$ cat config.mk
export PLATFORM = sky130hd
export DESIGN_NAME = regfile_dump_reader
export DESIGN_NICKNAME = d
export VERILOG_FILES = /design/src/rtl/regfile_dump_reader.sv
export SDC_FILE = /design/constraint.sdc
export NUM_CORES = 1
export LEC_CHECK = 0
export CORE_AREA = 2 2 82 84
export DETAILED_ROUTE_END_ITERATION = 7
export DIE_AREA = 0 0 84 86
export PLACE_DENSITY = 0.65
export SLEW_MARGIN = 30
export SYNTH_ARGS = -nofsm -noshare
export SYNTH_HDL_FRONTEND = slang
export SYNTH_SLANG_ARGS = --single-unit
export TNS_END_PERCENT = 1
$ cat constraint.sdc
create_clock -name clk_i -period 3.6 [get_ports clk_i]
set_clock_uncertainty 0.05 [all_clocks]
set_input_delay 0.9 -clock clk_i [delete_from_list [all_inputs] [get_ports clk_i]]
set_output_delay 0.9 -clock clk_i [all_outputs]
set_load 0.05 [all_outputs]
$ cat src/rtl/regfile_dump_reader.sv
// rtl/regfile_dump_reader.sv - walks the register file read port and streams {index, value} beats
// Optional macro REGDUMP_SKIP_ZERO_EN: entries that read as zero are skipped and produce no beat.
module regfile_dump_reader #(
   parameter int NUM_REGS = 32,
   parameter int ADDR_W   = 5,
   parameter int DATA_W   = 32
) (
   input  logic              clk_i,
   input  logic              rst_i,
   input  logic              start_i,
   output logic              busy_o,
   output logic              done_o,
   output logic [ADDR_W-1:0] rd_addr_o,
   input  logic [DATA_W-1:0] rd_data_i,
   output logic              out_valid_o,
   input  logic              out_ready_i,
   output logic [ADDR_W-1:0] out_idx_o,
   output logic [DATA_W-1:0] out_data_o
);

   typedef enum logic [1:0] {
      S_IDLE,
      S_ADDR,
      S_HOLD,
      S_DONE
   } state_t;

   localparam logic [ADDR_W-1:0] LAST_IDX = ADDR_W'(NUM_REGS - 1);

   state_t              state_q, state_d;
   logic [ADDR_W-1:0]   idx_q, idx_d;
   logic [ADDR_W-1:0]   out_idx_q, out_idx_d;
   logic [DATA_W-1:0]   out_data_q, out_data_d;

   always_ff @(posedge clk_i) begin
      if (rst_i) begin
         state_q    <= S_IDLE;
         idx_q      <= '0;
         out_idx_q  <= '0;
         out_data_q <= '0;
      end else begin
         state_q    <= state_d;
         idx_q      <= idx_d;
         out_idx_q  <= out_idx_d;
         out_data_q <= out_data_d;
      end
   end

   always_comb begin
      state_d    = state_q;
      idx_d      = idx_q;
      out_idx_d  = out_idx_q;
      out_data_d = out_data_q;
      case (state_q)
         S_IDLE: begin
            if (start_i) begin
               state_d = S_ADDR;
               idx_d   = '0;
            end
         end
         S_ADDR: begin
`ifdef REGDUMP_SKIP_ZERO_EN
            if (rd_data_i == '0) begin
               if (idx_q == LAST_IDX) begin
                  state_d = S_DONE;
               end else begin
                  idx_d = idx_q + ADDR_W'(1);
               end
            end else begin
               out_idx_d  = idx_q;
               out_data_d = rd_data_i;
               state_d    = S_HOLD;
            end
`else
            out_idx_d  = idx_q;
            out_data_d = rd_data_i;
            state_d    = S_HOLD;
`endif
         end
         S_HOLD: begin
            // The captured beat stays frozen until the consumer takes it.
            if (out_ready_i) begin
               if (idx_q == LAST_IDX) begin
                  state_d = S_DONE;
               end else begin
                  idx_d   = idx_q + ADDR_W'(1);
                  state_d = S_ADDR;
               end
            end
         end
         S_DONE: begin
            state_d = S_IDLE;
         end
         default: begin
            state_d = S_IDLE;
         end
      endcase
   end

   // idx_q only moves on entry to ADDR, so it doubles as the held read address.
   assign rd_addr_o   = idx_q;
   assign busy_o      = (state_q != S_IDLE);
   assign done_o      = (state_q == S_DONE);
   assign out_valid_o = (state_q == S_HOLD);
   assign out_idx_o   = out_idx_q;
   assign out_data_o  = out_data_q;

endmodule

-- After elaboration in Yosys (flattened, before gate mapping)
Cells that the tools add are included.
- $add $sub $neg: 1
- multiplexer cells: 8
- reduce and logical (&&, ||, !) cells: 5
- equal/unequal tests: 7
- operators by type and width (kind ; count):
    $mux 5 ; 3
    $pmux 5 s2 ; 1
    $pmux 2 s4 ; 1
    $mux 2 ; 3
    $add 5x1->5 const B ; 1
    $eq 5x5->1 const B ; 1
    $eq 2x2->1 const B ; 2
    $ne 2x2->1 const B ; 2
    $reduce_and 4->1 ; 1
    $reduce_bool 2->1 ; 2
    $eq 2x1->1 const B ; 1
    $logic_not 2->1 ; 1
    $ne 2x1->1 const B ; 1
    $reduce_and 2->1 ; 1
- bits of input ports: 36
- register bits after elaboration: 44
- output and inout bits: 45

-- Logic depth before layout (Yosys ltp)
Gate-level depths: netlist of the first run.
- word-level depth: 4
- depth in mapped cells: 6
- depth with buffers taken out: 6

-- Worst setup path before layout of the first run
OpenSTA, ideal clock, no wires.
- path kind: flip-flop to output port
- from: register state_q[1]
- to: output port out_valid_o
- setup slack: 1399 ps
- buffers on the path: 1
- data arrival time: 1251 ps
- data required time: 2650 ps
- cell stages (with the launch flop): 3
- path through: dfxtp_1 > buf_4 > nor2b_1
- cells in the longest elaborated chain, start to end: 1
- RTL lines (what ; RTL line ; source):
    start: declaration ; 30 ; state_t state_q, state_d;
    start signal: assignment ; 42 ; state_q <= state_d;
    $eq 2x2->1 ; 104 ; assign out_valid_o = (state_q == S_HOLD);
    end: declaration ; 15 ; output logic out_valid_o,
No other way between the ends.

-- Final worst setup path of the first run
Ends and elaborated chain as after synthesis.

==> flow_metrics.env, run 1 <==
export IMPL_power_density_nw_per_um2=428
export IMPL_insertedDiodeCount=0
export IMPL_worstSkewPairLatency_ps=300
export IMPL_clk_pin_slew_worst_paths_ps=80
export IMPL_synth_area_top_cells="dfxtp_1 53%, nand2_1 17%, a21oi_1 12%"
export IMPL_synth_top_cell_by_area="dfxtp_1"
export IMPL_synth_most_common_cell="nand2_1"
export IMPL_dr_total_vias=1553
export IMPL_cts_root_buffer="clkbuf_8"
export IMPL_nNetsFinal=314
export IMPL_place_gp_congestion=0.684
export IMPL_final_antenna_net_count=0
export IMPL_synth_top_flop_cell="dfxtp_1"
export IMPL_finalSetupViolCount=0
export IMPL_ys_ff_latch=44
export IMPL_fill_cells=652
export IMPL_maxSlewHeadroom_pct=42.0
export IMPL_synthArstFlopShare_pct=0
export IMPL_initial_utilization_pct=26.6
export IMPL_via_per_inst=4.39
export IMPL_critical_path_class="reg2out"
export IMPL_max_freq_mhz=341
export IMPL_p_leak_nw=0.904
export IMPL_grt_max_degree=45
export IMPL_io_pins=81
export IMPL_fin_util_pct=41.5
export IMPL_finalHoldViolations=0
export IMPL_coreArea_sq_um=6280
export IMPL_hpwl_um=2780
export IMPL_yosysSeqAreaShare_pct=52.7
export IMPL_avgSynthCellArea_sq_um=8.28
export IMPL_yosysWarnings=0
export IMPL_tightest_slew_ps=870
export IMPL_required_ps=2650
export IMPL_cts_sinks=44
export IMPL_drcViolationCount=0
export IMPL_post_cts_resized=0
export IMPL_grt_overflow_total=0
export IMPL_area_delta_synth_final_pct=55.8
export IMPL_cts_buffers=5
export IMPL_fin_ws_ps=664
export IMPL_first_pass_iters=4
export IMPL_arrival_ps=1990
export IMPL_synth_distinct_cells=29
export IMPL_grt_use_total_pct=12.0
export IMPL_die_width_um=84
export IMPL_grt_first_pass_wirelength_um=6930
export IMPL_rsz0062_at_grt="no"
export IMPL_cts_setup_buffers=0
export IMPL_synth_nets=240
export IMPL_cts_path_max_buffers=2
export IMPL_antenna_found_initial=0
export IMPL_worst_setup_path_end_kind="output port"
export IMPL_period_needed_ps=2940
export IMPL_htree_levels=2
export IMPL_row_count=29
export IMPL_die_area_sq_um=7220
export IMPL_crit_fanout=11
export IMPL_drt_first_iter_violations=75
export IMPL_status="finished, final reports clean"
export IMPL_grt_pass1_vias=1468
export IMPL_cts_tree="done"
export IMPL_synth_edf_count=0
export IMPL_synth_top_area_share_pct=52.7
export IMPL_synthTopCellsByCount="76 x nand2_1, 44 x dfxtp_1, 41 x a21oi_1, 5 x buf_4, 5 x clkbuf_1"
export IMPL_numPortBuffers=80
export IMPL_hp_class="reg2reg"
export IMPL_synth_cells=202
export IMPL_slew_violations=0
export IMPL_peakVddDrop_uv=147
export IMPL_period_share_pct=81.6
export IMPL_startpoint_type="register"
export IMPL_place_worst_setup_slack_ps=956
export IMPL_layout_drive_gt1_share_pct=5.78
export IMPL_cap_violations=0
export IMPL_routedWlPerCell_um=12.0
export IMPL_syn_area_sq_um=1670
export IMPL_wirelength_um=4250
export IMPL_setup_tns_ps=0
export IMPL_hold_buffers=0
export IMPL_chipHeight_um=86
cells by family after synthesis:
kind of cell,count (synthesis),synth area share (%)
simple gates,93,24.4
compound gates,46,15.4
fa+ha+maj,2,1.50
mux,1,0.599
buf+inv,16,5.39
flops,44,52.7
where the power goes:
group	switching [W]	total [W]	internal, W
logic	0.000133	0.000220	0.0000874
registers	0.0000133	0.000521	0.000507
clock network	0.000167	0.000373	0.000206
total	0.000313	0.00111	0.000801
worst paths after layout:
check                              startpoint            end  slack [ps]  cells past startpoint
worst max-delay path               state_q[1]    out_valid_o         660                      2
worst min-delay path            out_data_o[1]  out_data_o[1]         410                      2
worst max register to register   rd_addr_o[0]   rd_addr_o[3]        1680                      6
worst min register to register  out_data_o[1]  out_data_o[1]         410                      2
worst max-delay path, cell delays in order (launching register included):
cell and delay (ps):
dfxtp_1 520, nor2b_1 310, clkdlybuf4s50_1 860
flip-flops by register name (all words and copies together) (netlist names):
| register | cells |
|---|---|
| state_q | 2 |
| out_data_o | 32 |
| rd_addr_o | 5 |
| out_idx_o | 5 |
per-layer routing:
layer	global-route usage (%)	part of all wire, %
met5	0	0
met2	20.8	47
met1	12.8	42
met4	4.40	1.4
met3	5.49	9.7
cells in the final DEF (no fill, tap or decap), drive strengths merged, types with 2 or more instances in the layout:
cell type      netlist  layout
a21oi               41      41
buf                 10       3
clkbuf               5       6
dfxtp               44      44
nand2               76      76
nand3                3       3
a311oi               2       2
ha                   2       2
nand4b               2       2
clkdlybuf4s50        0      79
nor2b                2       2
through the flow:
step | instance area (sq um) | hold WS, ps | power, W | std cells
after global placement | 2490 | 391 | 0.000753 | 346
after global routing | 2600 | 424 | 0.00118 | 354
final | 2600 | 405 | 0.00111 | 354
after CTS | 2600 | 407 | 0.00114 | 354
after floorplan | 1670 | 467 | 0.000666 | 202
after detailed placement | 2500 | 397 | 0.000755 | 346
final cells by class:
| type | instances | area [sq um] | share of cell area (%) |
|---|---|---|---|
| timing repair buffer | 82 | 811 | 31.1 |
| sequential | 44 | 881 | 33.8 |
| tap | 77 | 96.3 | 3.70 |
| multi-input combinational | 142 | 704 | 27.1 |
| inverter | 1 | 3.75 | 0.144 |
| clock buffer | 6 | 72.6 | 2.79 |
| clock inverter | 2 | 35.0 | 1.35 |
(Power assumes the default switching activity.)
==> run 2: changes to the inputs <==
==> constraint.sdc (replaced) <==
create_clock -name clk_i -period 3 [get_ports clk_i]
set_clock_uncertainty 0.05 [all_clocks]
set_input_delay 0.75 -clock clk_i [delete_from_list [all_inputs] [get_ports clk_i]]
set_output_delay 0.75 -clock clk_i [all_outputs]
set_load 0.05 [all_outputs]
==> flow_metrics.env, run 2 (synthesized netlist as in run 1, its figures left out) <==
export IMPL_io_pins=81
export IMPL_arrival_ps=1990
export IMPL_place_worst_setup_slack_ps=504
export IMPL_rsz0062_at_grt="no"
export IMPL_layout_commonest_cell="clkdlybuf4s50_1"
export IMPL_coreArea_sq_um=6280
export IMPL_worst_setup_path_end_kind="output port"
export IMPL_tightest_slew_ps=853
export IMPL_hold_buffers=0
export IMPL_cap_violations=0
export IMPL_grt_use_total_pct=11.5
export IMPL_use_met1_pct=13.1
export IMPL_first_pass_iters=4
export IMPL_crit_fanout=11
export IMPL_finalSetupViolCount=0
export IMPL_nNetsFinal=314
export IMPL_p_seq_share_pct=48.8
export IMPL_critical_path_class="reg2out"
export IMPL_wirelength_um=4130
export IMPL_layout_drive_gt1_share_pct=5.43
export IMPL_cts_buffers=5
export IMPL_sw_frac_of_total_pct=28.2
export IMPL_hpwl_um=2810
export IMPL_slew_violations=0
export IMPL_cts_sinks=44
export IMPL_insertedDiodeCount=0
export IMPL_fin_ws_ps=209
export IMPL_power_density_nw_per_um2=494
export IMPL_setup_worst_path_end="out_valid_o"
export IMPL_peakVddDrop_uv=282
export IMPL_routedWlPerCell_um=11.7
export IMPL_via_per_inst=4.43
export IMPL_chipHeight_um=86
export IMPL_grt_max_degree=45
export IMPL_largest_reg_flops=32
export IMPL_final_antenna_net_count=0
export IMPL_p_sw_w=0.000361
export IMPL_hp_class="reg2reg"
export IMPL_grt_overflow_total=0
export IMPL_busiest_layer="met2"
export IMPL_initial_utilization_pct=26.6
export IMPL_met3_usage_pct=5.49
export IMPL_place_area_sq_um=2490
export IMPL_cts_tree="done"
export IMPL_cp_depth=2
export IMPL_crit_path_cell_trace="nor2b_1 > clkdlybuf4s50_1"
export IMPL_grt_first_pass_wirelength_um=6710
export IMPL_cp_num_buf_inv=1
export IMPL_r2r_start="rd_addr_o[0]"
export IMPL_period_needed_ps=2790
export IMPL_cts_path_max_buffers=2
export IMPL_period_share_pct=93.0
export IMPL_max_freq_mhz=358
export IMPL_critPathSlowestCell="clkdlybuf4s50_1"
export IMPL_crit_start="state_q[1]"
export IMPL_finalHoldViolations=0
export IMPL_worstSkewPairLatency_ps=290
export IMPL_crit_family="buffers and inverters"
export IMPL_p_leak_nw=0.899
export IMPL_critPathMaxStageDelay_ps=870
export IMPL_die_area_sq_um=7220
export IMPL_required_ps=2200
export IMPL_stdcell_area_sq_um=2590
export IMPL_startpoint_type="register"
export IMPL_dr_total_vias=1564
export IMPL_rr_worst_depth=6
export IMPL_clk_pin_slew_worst_paths_ps=70
export IMPL_post_cts_resized=0
export IMPL_rr_endpoint="rd_addr_o[3]"
export IMPL_drt_first_iter_violations=45
export IMPL_intPower_w=0.000919
export IMPL_maxSlewHeadroom_pct=43.2
export IMPL_timing_reg2reg_setup_slack_ps=1070
export IMPL_numPortBuffers=80
export IMPL_antenna_found_initial=0
export IMPL_row_count=29
export IMPL_cts_root_buffer="clkbuf_8"
export IMPL_area_delta_synth_final_pct=55.0
export IMPL_cts_setup_buffers=0
export IMPL_htree_levels=2
export IMPL_setup_tns_ps=0
export IMPL_met2_usage_pct=19.1
export IMPL_comb_power_share_pct=20.6
export IMPL_fill_cells=645
export IMPL_clkPwrFrac_pct=30.5
export IMPL_grt_pass1_vias=1494
export IMPL_place_gp_congestion=0.684
export IMPL_die_width_um=84
export IMPL_status="finished, final reports clean"
export IMPL_layout_common_cells="79 x clkdlybuf4s50_1, 76 x nand2_1, 44 x dfxtp_1, 41 x a21oi_1, 7 x clkbuf_8"
export IMPL_drcViolationCount=0
run 2: cell types whose count changed in the layout (fill, tap and decap cells not counted):
cell | before | now
bufinv_16 | 1 | 0
clkbuf_1 | 1 | 0
clkbuf_8 | 5 | 7
clkinv_2 | 1 | 0
or2b_1 | 0 | 1
or2b_2 | 1 | 0
run 2: layout make-up:
class	count	area [sq um]	share of cell area, %
flip-flops and latches	44	881	34.0
repair buffers	82	811	31.3
multi-input cells	142	703	27.1
clock buffers	7	96.3	3.72
well taps	77	96.3	3.72
inverters	1	3.75	0.145
run 2: routing by layer:
metal / share of wire (%) / vias to the layer above
li1: - / 807
met1: 44 / 703
met2: 46 / 51
met3: 9.7 / 3
met4: 0.51 / 0
met5: 0 / -
run 2: power groups by stage:
stage / logic (W) / registers [W] / clock network, W
after floorplan: 0.0000836 / 0.000716 / 0
after global placement: 0.000266 / 0.000637 / 0
after detailed placement: 0.000267 / 0.000639 / 0
after CTS: 0.000268 / 0.000625 / 0.000417
after global routing: 0.000282 / 0.000629 / 0.000445
final: 0.000264 / 0.000624 / 0.000391
run 2: worst min path at each step:
stage / from / end / slack (ps) / depth (start not counted)
after global routing: out_data_o[1] / out_data_o[1] / 420 / 2
final: out_data_o[0] / out_data_o[0] / 400 / 2
after floorplan: state_q[0] / state_q[0] / 470 / 2
after detailed placement: out_data_o[1] / out_data_o[1] / 400 / 2
after global placement: out_data_o[13] / out_data_o[13] / 390 / 2
after CTS: out_data_o[1] / out_data_o[1] / 410 / 2
run 2: per-stage QoR:
step | utilization (%) | hold slack [ps] | total power [W] | cells
2_1_floorplan | - | 467 | 0.000800 | 202
3_3_place_gp | 39.7 | 391 | 0.000903 | 346
5_1_grt | 41.3 | 421 | 0.00136 | 353
3_5_place_dp | 39.7 | 397 | 0.000906 | 346
6_report | 41.3 | 404 | 0.00128 | 353
4_1_cts | 41.3 | 408 | 0.00131 | 353
run 2: worst reg2reg max path: cells and delay by family (launching register included):
kind,cells,cell delay [ps]
AND/OR/NAND/NOR,2,570
adder cells (fa/ha/maj),2,450
AO/OA/AOI/OAI,2,390
flip-flops,1,380
